$ cat src/rtl/soc_system_hps_only_master_st_pkg.sv
// Framing characters and decoder state shared by the bytes/packets converters.
package soc_system_hps_only_master_st_pkg;

  localparam logic [7:0] SOP_CHAR  = 8'h7A;
  localparam logic [7:0] EOP_CHAR  = 8'h7B;
  localparam logic [7:0] CHAN_CHAR = 8'h7C;
  localparam logic [7:0] ESC_CHAR  = 8'h7D;
  localparam logic [7:0] ESC_XOR   = 8'h20;

  // Byte-stream decode state
  typedef enum logic [1:0] {
    NORMAL   = 2'd0,
    ESC      = 2'd1,
    CHAN     = 2'd2,
    CHAN_ESC = 2'd3
  } b2p_state_e;

endpackage

$ cat src/rtl/soc_system_hps_only_master_b2p.sv
// Bytes-to-packets decoder: strips in-band framing and emits SOP/EOP/channel beats
// through a single registered output stage with backpressure.
module soc_system_hps_only_master_b2p
  import soc_system_hps_only_master_st_pkg::*;
#(
  parameter int unsigned CHANNEL_W = 8
) (
  input  logic                 clk,
  input  logic                 reset,
  input  logic                 in_valid,
  input  logic [7:0]           in_data,
  output logic                 in_ready,
  output logic                 out_valid,
  output logic [7:0]           out_data,
  output logic                 out_startofpacket,
  output logic                 out_endofpacket,
  output logic [CHANNEL_W-1:0] out_channel,
  input  logic                 out_ready
);

  b2p_state_e           state;
  logic                 sop_pend;
  logic                 eop_pend;
  logic [CHANNEL_W-1:0] chan_reg;

  logic                 accept;
  logic                 is_data;
  logic [7:0]           data_byte;
  logic [CHANNEL_W-1:0] chan_next;

  // Output slot is free when empty or being drained this cycle
  assign in_ready = !out_valid || out_ready;
  assign accept   = in_valid && in_ready;

  // Classify the incoming byte and compute its decoded value
  always_comb begin
    is_data   = 1'b0;
    data_byte = in_data;
    chan_next = in_data[CHANNEL_W-1:0];
    unique case (state)
      NORMAL: begin
        is_data = (in_data != SOP_CHAR) && (in_data != EOP_CHAR) &&
                  (in_data != CHAN_CHAR) && (in_data != ESC_CHAR);
      end
      ESC: begin
        is_data   = 1'b1;
        data_byte = in_data ^ ESC_XOR;
      end
      CHAN_ESC: begin
        chan_next = in_data[CHANNEL_W-1:0] ^ ESC_XOR[CHANNEL_W-1:0];
      end
      default: ;
    endcase
  end

  // Decode FSM, pending markers, channel register and output beat register
  always_ff @(posedge clk) begin
    if (reset) begin
      state             <= NORMAL;
      sop_pend          <= 1'b0;
      eop_pend          <= 1'b0;
      chan_reg          <= '0;
      out_valid         <= 1'b0;
      out_data          <= 8'h00;
      out_startofpacket <= 1'b0;
      out_endofpacket   <= 1'b0;
      out_channel       <= '0;
    end else begin
      if (in_ready) begin
        out_valid <= 1'b0;
      end
      if (accept) begin
        unique case (state)
          NORMAL: begin
            if (in_data == SOP_CHAR)  sop_pend <= 1'b1;
            if (in_data == EOP_CHAR)  eop_pend <= 1'b1;
            if (in_data == CHAN_CHAR) state    <= CHAN;
            if (in_data == ESC_CHAR)  state    <= ESC;
          end
          ESC: begin
            state <= NORMAL;
          end
          CHAN: begin
            if (in_data == ESC_CHAR) begin
              state <= CHAN_ESC;
            end else begin
              chan_reg <= chan_next;
              state    <= NORMAL;
            end
          end
          CHAN_ESC: begin
            chan_reg <= chan_next;
            state    <= NORMAL;
          end
          default: state <= NORMAL;
        endcase
        if (is_data) begin
          out_valid         <= 1'b1;
          out_data          <= data_byte;
          out_startofpacket <= sop_pend;
          out_endofpacket   <= eop_pend;
          out_channel       <= chan_reg;
          sop_pend          <= 1'b0;
          eop_pend          <= 1'b0;
        end
      end
    end
  end

endmodule

$ cat config.mk
export PLATFORM = sky130hd
export DESIGN_NAME = soc_system_hps_only_master_b2p
export DESIGN_NICKNAME = d
export VERILOG_FILES = /design/src/rtl/soc_system_hps_only_master_st_pkg.sv /design/src/rtl/soc_system_hps_only_master_b2p.sv
export SDC_FILE = /design/constraint.sdc
export NUM_CORES = 1
export LEC_CHECK = 0
export ABC_AREA = 1
export CAP_MARGIN = 10
export CORE_ASPECT_RATIO = 1.1
export CORE_UTILIZATION = 49
export CTS_CLUSTER_DIAMETER = 100
export DETAILED_ROUTE_END_ITERATION = 7
export PLACE_DENSITY = 0.86
export SYNTH_ARGS = -nofsm -noshare
export SYNTH_HDL_FRONTEND = slang
export SYNTH_SLANG_ARGS = --single-unit
$ cat constraint.sdc
create_clock -name clk -period 1.5 [get_ports clk]
set_input_delay 0.3 -clock clk [delete_from_list [all_inputs] [get_ports clk]]
set_output_delay 0.3 -clock clk [all_outputs]
set_load 0.02 [all_outputs]
; ---- Word-level counts from Yosys, hierarchy flattened
; Index checks and enable logic that the tools add are counted.
[totals]
reg_bits = 31
in_bits = 12
out_inout_bits = 20
wordCells = 58
[classes]
eq_ne = 13
muxes = 18
n_bitwise = 1
n_reduce_logical = 17
[ops]
columns = op, n
row1 = $eq A8 B7 Y1 const B, 4
row2 = $ne A8 B7 Y1 const B, 4
row3 = $pmux W8 S2, 1
row4 = $mux W6, 2
row5 = $mux W1, 9
row6 = $reduce_and A3 Y1, 3
row7 = $mux W8, 1
row8 = $reduce_bool A2 Y1, 4
row9 = $mux W2, 3
row10 = $pmux W2 S3, 1
row11 = $eq A2 B2 Y1 const B, 2
row12 = $logic_and A1 B1 Y1, 4
row13 = $reduce_and A2 Y1, 2
row14 = $ne A3 B3 Y1 const B, 1
row15 = $eq A2 B1 Y1 const B, 1
row16 = $logic_not A2 Y1, 1
row17 = $ne A2 B2 Y1 const B, 1
row18 = $pmux W1 S2, 1
row19 = $reduce_or A2 Y1, 1
row20 = $logic_not A1 Y1, 1
row21 = $logic_or A1 B1 Y1, 1
row22 = $not A1 Y1, 1

; ---- Logic depth before layout (Yosys ltp)
; Gate-level depths: netlist (run 1).
[logic_depth]
ltp_word = 7
mapped_depth = 10
mapped_depth_nobuf = 9

; ---- Worst setup path before layout (run 1)
; OpenSTA, ideal clock, no wires.
[synth_path]
path_kind = register -> register
start = register out_valid
end = register out_channel[2]
setup_time_ns = 0.115
arrival_time_ns = 1.353
required_ns = 1.385
setup_slack_ns = 0.032
path_stages_with_launch = 8
path_buffers = 2
synth_period_minus_slack_ns = 1.468
cell_sequence = dfxtp_1 -> nand2_1 -> nand2_1 -> inv_1 -> buf_2 -> buf_2 -> a21oi_1 -> nor2_1
[synth_via]
elab_chain_len = 4
[synth_rtl]
columns = element, line
row1 = start: declaration, soc_system_hps_only_master_b2p.sv:13  ; output logic out_valid,
row2 = start signal: assignment, soc_system_hps_only_master_b2p.sv:63  ; out_valid <= 1'b0;
row3 = start signal: assignment, soc_system_hps_only_master_b2p.sv:70  ; out_valid <= 1'b0;
row4 = start signal: assignment, soc_system_hps_only_master_b2p.sv:98  ; out_valid <= 1'b1;
row5 = $logic_not A1 Y1, soc_system_hps_only_master_b2p.sv:32  ; assign in_ready = !out_valid || out_ready;
row6 = $logic_or A1 B1 Y1, soc_system_hps_only_master_b2p.sv:32
row7 = net in_ready, soc_system_hps_only_master_b2p.sv:12  ; output logic in_ready,
row8 = $logic_and A1 B1 Y1, soc_system_hps_only_master_b2p.sv:33  ; assign accept = in_valid && in_ready;
row9 = $reduce_and A2 Y1 (no line), --
row10 = end signal: assignment, soc_system_hps_only_master_b2p.sv:102  ; out_channel <= chan_reg;
row11 = end: declaration, soc_system_hps_only_master_b2p.sv:17  ; output logic [CHANNEL_W-1:0] out_channel,
; The timed path passes the listed nets, and every way through them passes these cells.
; A chain may end at the register's enable or synchronous reset.

; ---- Worst setup path in the final report (run 1)
[layout_path]
start = input port out_ready
end = register chan_reg[2]
[layout_via]
elab_chain_len = 3
[layout_rtl]
columns = element, line
row1 = start: declaration, soc_system_hps_only_master_b2p.sv:18  ; input logic out_ready
row2 = $logic_or A1 B1 Y1, soc_system_hps_only_master_b2p.sv:32
row3 = $logic_and A1 B1 Y1, soc_system_hps_only_master_b2p.sv:33
row4 = $reduce_and A3 Y1 (no line), --
row5 = end signal: assignment, soc_system_hps_only_master_b2p.sv:87  ; chan_reg <= chan_next;
row6 = end signal: assignment, soc_system_hps_only_master_b2p.sv:92  ; chan_reg <= chan_next;
row7 = end: declaration, soc_system_hps_only_master_b2p.sv:24  ; logic [CHANNEL_W-1:0] chan_reg;
; Every way passes these cells.

==> parameters.txt, run 1 <==
Parameter                              Value

STA
  Transition time at the pin with the least slew margin ... 0.286 ns
  Layout Skew ... 0.00701 ns
  Fin crit period ... 1.45 ns
  Max-Slew Margin vs Limit ... 80.9%
  Final period utilization ... 96.7%
  Setup repair after global routing missed its margin ... true
  Max frequency ... 0.689 GHz
  Count of pins over their slew limit ... 0
  Count of endpoints failing hold in the final timing report ... 0
  Total negative setup slack ... 0 ns
  Final setup violation count ... 0

Critical path
  Worst r2r src ... state[1]
  Worst reg-to-reg path cell count ... 7
  Maximum fanout along the worst path ... 16
  Critical-path cell list ... clkdlybuf4s50_1 > inv_1 > nand2_1 > buf_4 > nand2_1 > nor2_1 > nand2_1 > buf_12 > o21ai_1 > a21oi_1
  Most frequent cell on the critical path ... nand2_1
  Arrival time worst endpoint ... 1.68 ns
  Required @ worst endpoint ... 1.73 ns
  RR Endpoint ... out_channel[2]
  Crit path launch type ... input port
  Crit path max-delay cell type ... clkdlybuf4s50_1
  Delay of the slowest cell on the worst path ... 0.46 ns
  Crit path capture type ... register
  Category of cells accounting for the largest share of critical-path delay ... buffers and inverters
  CP Buf/Inv Count ... 4
  Slack of the worst reg-to-reg path ... 0.08 ns
  WS Path Type ... input port to register

Synth
  Avg Inst Size Synth ... 7.05 µm²
  Yosys warning count ... 0
  Flops & latches, synth ... 31
  Synthesized Nets ... 212
  Sequential element share of the synthesized area ... 44.0%
  Number of distinct library cells after synthesis ... 20
  Syn Std Cell Area ... 1410 µm²
  Instance count of the mapped netlist ... 200

Pwr
  Total power of the final layout ... 1.93 mW
  Largest voltage drop on the vdd net ... 0.695 mV
  Leak pwr ... 1.05 nW
  Power density normalized to cell area ... 937 nW/µm²

Final layout
  NumNets Final ... 264
  Most frequent cells in the layout ... 31 x nand2_1, 31 x dfxtp_1, 29 x nor2_1
  Layout Area Growth over Synthesis ... 46.1%
  End-of-flow core utilization ... 74.9%
  Antenna diode count ... 0
  Share of final-layout standard cells stronger than drive strength 1 ... 19.0%

Die
  Core Region ... 2750 µm²
  Total Die Area ... 3100 µm²
  I/O pins ... 32
  Starting density of the core ... 51.2%
  Placement row count ... 20
  Die Span X ... 53.2 µm
  Die height ... 58.3 µm

Routing
  1st-iter DRT viols ... 48
  Number of detailed-route iterations in the first pass ... 4
  Number of vias in the routed layout ... 1,475
  Number of nets still failing antenna checks after routing ... 0
  Via-per-instance ratio ... 5.18
  Post-route DRC ... 0
  Final routed wirelength across all metal layers ... 3550 µm
  Routed len/inst ... 12.5 µm

Worst hold path
  Start point of the worst min-delay path ... in_data[7]
  Type of the worst min-delay path ... input port to register
  Number of cells on the worst hold path ... 3
  Hold Path End ... chan_reg[7]

Clock tree
  Clock latency on the worst-skew pair ... 0.34 ns
  CTS Buf Count ... 5
  Hold buffer count at CTS ... 0
  Clock tree from TritonCTS ... done
  CTS Buffer Depth ... 2
  Clock-pin slew reported for the worst setup and hold paths after clock tree synthesis ... 0.09 ns
  Count of clock tree sinks ... 31
  Root buffer cell ... clkbuf_4
  H-Tree Level Count ... 2

Job
  Max capacitance violation total ... 0

Global routing
  Largest net degree at the start of global routing ... 29
  Total global routing overflow ... 0
  Number of global-route vias before repair ... 1,309
  Wire length of the first global-routing pass ... 5250 µm
  Number of antenna violations at the first check in global routing ... 0
  Global-route usage over all layers ... 23.1%

Placement
  Final weighted congestion of routability-driven global placement ... 0.863
  Total half-perimeter wirelength after legalization and detailed placement ... 2250 µm
  Number of port buffers ... 31

Outcome
  Run status ... complete, no violations
## layout make-up
cell class              count  area, µm²
flip-flops and latches     31        621
well taps                  33       41.3
inverters                  23       86.3
clock inverters             1       5.00
multi-input cells         136        657
clock buffers               6       51.3
repair buffers             55        599
fillers                   197        692
## kinds of logic after synthesis
family,count (synthesis),synth area share [%]
xor gates and xnor gates,2,1.24
DFF,31,44.0
buffers and inverters,33,11.0
AOI/OAI and AO/OA,42,15.7
and+or+nand+nor,92,28.0
## power breakdown
group | total [mW] | leakage [nW] | internal, mW | switching [mW]
registers | 0.913 | 0.254 | 0.883 | 0.0291
logic | 0.512 | 0.757 | 0.238 | 0.274
clock network | 0.506 | 0.0341 | 0.217 | 0.289
total | 1.93 | 1.05 | 1.34 | 0.592
## timing repair
item | 4_1_cts | 5_1_grt
endpoints found under the hold margin | 0 | 0
cloned | 0 | 3
resized for setup | 22 | 21
setup buffers | 0 | 2
pin swaps | 1 | 3
setup endpoints to repair | 23 | 24
## metrics by stage
| stage | hold slack [ns] | worst slack, ns | std cells | area [µm²] |
|---|---|---|---|---|
| 6_report | 0.305 | 0.0491 | 285 | 2060 |
| 5_1_grt | 0.352 | -0.0268 | 285 | 2060 |
| 4_1_cts | 0.457 | 0.00165 | 280 | 1950 |
| 3_5_place_dp | 0.443 | -0.384 | 273 | 1910 |
| 3_3_place_gp | 0.440 | -0.309 | 273 | 1910 |
| 2_1_floorplan | 0.369 | 0.0317 | 200 | 1410 |
## cells in the mapped netlist, drive strengths merged
library cell  instances  area share, %
o21ai                12            5.1
xnor2                 1           0.62
buf                   8            4.3
nand2                39             11
nor2                 31            8.8
clkinv                1           0.27
clkbuf                2           0.53
nor3                  1           0.35
nand4                 1           0.44
xor2                  1           0.62
a21oi                30             11
inv                  22            5.9
dfxtp                31             44
or2                   1           0.44
nand3                19            6.7
## how the worst max path moves through the flow
stage | startpoint | to | slack [ns] | cells past startpoint
after floorplan | out_valid | out_channel[2] | 0.03 | 7
after global placement | in_data[7] | out_channel[0] | -0.31 | 11
after detailed placement | in_data[4] | out_channel[2] | -0.38 | 9
after CTS | in_data[4] | out_channel[2] | 0.002 | 9
after global routing | out_ready | chan_reg[4] | -0.03 | 10
final | out_ready | chan_reg[2] | 0.05 | 10
## metal layers
layer | vias to the layer above | global-route usage [%] | routed length, µm
met5 | - | 0 | 0
met4 | 0 | 10.2 | 79
li1 | 741 | - | -
met2 | 38 | 38.7 | 1790
met1 | 686 | 25.5 | 1520
met3 | 10 | 8.92 | 162
## worst register-to-register path: stages (launching register included)
cell     delay (ns)
dfxtp_1        0.39
inv_1          0.12
nand2_1        0.20
o21ai_4        0.10
buf_4          0.16
buf_12         0.14
a21oi_1        0.15
nor2_1         0.08
Note: power is estimated with default switching activity, not from simulation.
==> inputs of run 2 (changes only) <==
CORE_MARGIN = 2   (was unset)
SLEW_MARGIN = 20   (was unset)
==> run 2 against run 1 <==
Clock power increased by 1%. Largest power group unchanged. Global-route usage decreased by 2.8 points. Total power increased by 1.7%. Sequential power about the same. Critical path depth unchanged. Critical path type unchanged. Clock skew increased by 0.00074 ns. Design area increased by 2.3%. The run now ends with setup timing left.
==> parameters.txt, run 2 (synthesis results as in run 1) <==
Parameter                              Value

Critical path
  Slack of the worst reg-to-reg path ... 0.05 ns (was 0.08 ns)
  Arrival time worst endpoint ... 1.76 ns (was 1.68 ns)
  CP Buf/Inv Count ... 4 (unchanged)
  Most frequent cell on the critical path ... nand2_1 (unchanged)
  Logic depth of the worst setup path including buffers ... 10 (unchanged)
  Crit path capture type ... register (unchanged)
  Critical-path cell list ... clkdlybuf4s50_1 > inv_1 > nand2_1 > buf_4 > nand2_1 > nor2_1 > nand2_1 > buf_4 > o21ai_0 > a21oi_1 (was clkdlybuf4s50_1 > inv_1 > nand2_1 > buf_4 > nand2_1 > nor2_1 > nand2_1 > buf_12 > o21ai_1 > a21oi_1)
  Maximum fanout along the worst path ... 9 (was 16)
  RR Endpoint ... out_data[0] (was out_channel[2])
  Crit path launch type ... input port (unchanged)
  WS Path Type ... input port to register (unchanged)
  Category of cells accounting for the largest share of critical-path delay ... buffers and inverters (unchanged)
  Required @ worst endpoint ... 1.72 ns (was 1.73 ns)
  Worst reg-to-reg path cell count ... 7 (unchanged)
  Crit path max-delay cell type ... clkdlybuf4s50_1 (unchanged)
  Worst r2r src ... state[1] (unchanged)
  Delay of the slowest cell on the worst path ... 0.46 ns (about the same)
  Worst setup path start ... out_ready (unchanged)
  Worst setup endpoint ... chan_reg[5] (was chan_reg[2])

STA
  Setup repair after global routing missed its margin ... true (unchanged)
  Max-Slew Margin vs Limit ... 82.5% (was 80.9%)
  Fin crit period ... 1.53 ns (was 1.45 ns)
  Transition time at the pin with the least slew margin ... 0.260 ns (was 0.286 ns)
  Final period utilization ... 102% (was 96.7%)
  Count of endpoints failing hold in the final timing report ... 0 (unchanged)
  Max frequency ... 0.653 GHz (was 0.689 GHz)
  Final critical-path setup slack ... -0.0323 ns (was 0.0491 ns)
  Layout Skew ... 0.00776 ns (was 0.00701 ns)
  Final hold slack ... 0.288 ns (was 0.305 ns)
  Count of pins over their slew limit ... 0 (unchanged)
  Final setup violation count ... 1 (was 0)

Outcome
  Violations in the final reports ... setup timing
  Run status ... finished, violations left (was complete, no violations)

Clock tree
  H-Tree Level Count ... 2 (unchanged)
  CTS Buf Count ... 5 (unchanged)
  Clock latency on the worst-skew pair ... 0.34 ns (about the same)
  Root buffer cell ... clkbuf_4 (unchanged)
  Clock-pin slew reported for the worst setup and hold paths after clock tree synthesis ... 0.10 ns (was 0.09 ns)
  Clock tree from TritonCTS ... done (unchanged)
  CTS Buffer Depth ... 2 (unchanged)
  Count of clock tree sinks ... 31 (unchanged)

Global routing
  Largest net degree at the start of global routing ... 29 (unchanged)
  Number of global-route vias before repair ... 1,213 (was 1,309)
  Global Route met3 Usage ... 6.50% (was 8.92%)
  Number of antenna violations at the first check in global routing ... 0 (unchanged)
  Total global routing overflow ... 0 (unchanged)
  Global Route met2 Usage ... 32.5% (was 38.7%)
  Wire length of the first global-routing pass ... 4830 µm (was 5250 µm)
  Layer with the highest usage ... met2 (unchanged)
  GRT met1 Usage ... 23.3% (was 25.5%)
  Global-route usage over all layers ... 20.3% (was 23.1%)

Die
  Die Span X ... 55.2 µm (was 53.2 µm)
  Starting density of the core ... 51.2% (unchanged)
  Core Region ... 2750 µm² (unchanged)
  Placement row count ... 20 (unchanged)
  Total Die Area ... 3320 µm² (was 3100 µm²)
  I/O pins ... 32 (unchanged)
  Die height ... 60.3 µm (was 58.3 µm)

Final layout
  Most frequent cells in the layout ... 31 x nand2_1, 31 x dfxtp_1, 27 x nor2_1 (was 31 x nand2_1, 31 x dfxtp_1, 29 x nor2_1)
  Share of final-layout standard cells stronger than drive strength 1 ... 21.2% (was 19.0%)
  Layout Area Growth over Synthesis ... 49.5% (was 46.1%)
  Multi-input combinational cell area ... 668 µm² (was 657 µm²)
  Reg area ... 621 µm² (unchanged)
  Antenna diode count ... 0 (unchanged)
  Number of fill cells ... 189 (was 197)
  NumNets Final ... 267 (was 264)

Routing
  1st-iter DRT viols ... 42 (was 48)
  Via-per-instance ratio ... 5.33 (was 5.18)
  Number of nets still failing antenna checks after routing ... 0 (unchanged)
  Routed len/inst ... 13.3 µm (was 12.5 µm)
  Post-route DRC ... 0 (unchanged)
  Number of vias in the routed layout ... 1,536 (was 1,475)
  Final routed wirelength across all metal layers ... 3840 µm (was 3550 µm)
  Number of detailed-route iterations in the first pass ... 4 (unchanged)

Worst hold path
  Type of the worst min-delay path ... input port to register (unchanged)

Pwr
  Leak pwr ... 1.07 nW (was 1.05 nW)
  Total power of the final layout ... 1.96 mW (was 1.93 mW)
  Power density normalized to cell area ... 932 nW/µm² (was 937 nW/µm²)
  Largest voltage drop on the vdd net ... 0.733 mV (was 0.695 mV)

Placement
  Total half-perimeter wirelength after legalization and detailed placement ... 2120 µm (was 2250 µm)
  Final weighted congestion of routability-driven global placement ... 0.931 (was 0.863)
  Number of port buffers ... 31 (unchanged)

Job
  Max capacitance violation total ... 0 (unchanged)
==> run 2: cell count changes in the layout (fill, tap and decap cells not counted) <==
cell | before | now
a21oi_1 | 28 | 25
a21oi_2 | 2 | 5
buf_4 | 14 | 17
nor2_2 | 0 | 3
inv_1 | 20 | 22
inv_2 | 2 | 0
nor2_1 | 29 | 27
o21ai_0 | 8 | 10
o21ai_1 | 3 | 1
buf_6 | 2 | 1
clkbuf_16 | 2 | 3
nor2_4 | 2 | 1
==> run 2: area by class of cell <==
| class | count | area share (%) |
|---|---|---|
| multi-input cells | 136 | 31.7 |
| inverters | 23 | 4.09 |
| repair buffers | 58 | 30.1 |
| well taps | 33 | 1.96 |
| clock inverters | 1 | 0.237 |
| clock buffers | 6 | 2.43 |
| flip-flops and latches | 31 | 29.4 |
==> run 2: per-stage QoR <==
stage                     util (%)  instances  worst slack (ns)  instance area (µm²)  setup TNS, ns
after floorplan                  -        200            0.0317                 1410              0
after global placement        69.5        275            -0.325                 1910          -9.25
after detailed placement      69.5        275            -0.352                 1910          -9.99
after CTS                     70.6        282           0.00295                 1940              0
after global routing          76.6        288            -0.127                 2110         -0.276
final                         76.6        288           -0.0323                 2110        -0.0323
==> run 2: power by group <==
group          switching (mW)  total [mW]  leakage [nW]  internal (mW)
logic                   0.285       0.536         0.781          0.251
registers              0.0318       0.915         0.254          0.884
clock network           0.296       0.512        0.0341          0.217
total                   0.612        1.96          1.07           1.35
==> run 2: worst min-delay path by stage <==
stage | cells past startpoint | end | from
4_1_cts | 2 | chan_reg[2] | chan_reg[2]
5_1_grt | 3 | chan_reg[7] | in_data[7]
3_5_place_dp | 2 | chan_reg[2] | chan_reg[2]
6_report | 3 | chan_reg[7] | in_data[7]
2_1_floorplan | 1 | out_valid | reset
3_3_place_gp | 2 | chan_reg[6] | chan_reg[6]
==> run 2: worst register-to-register path, delay by kind of cell (launching register included) <==
family          cells  cell delay, ns
compound gates      2            0.24
buf+inv             3            0.44
flops               1            0.41
simple gates        2            0.26
==> run 2: timing repair <==
action                                  CTS  global route
hold buffers                              0             0
setup buffers                             0             2
endpoints found under the setup margin   20            31
gates resized for setup                  20            22
cloned                                    0             4
pin swaps                                 0             4
==> run 2: layer usage <==
layer	wire, µm	vias up
li1	-	748
met1	1530	695
met2	1890	72
met3	267	21
met4	157	0
met5	0	-
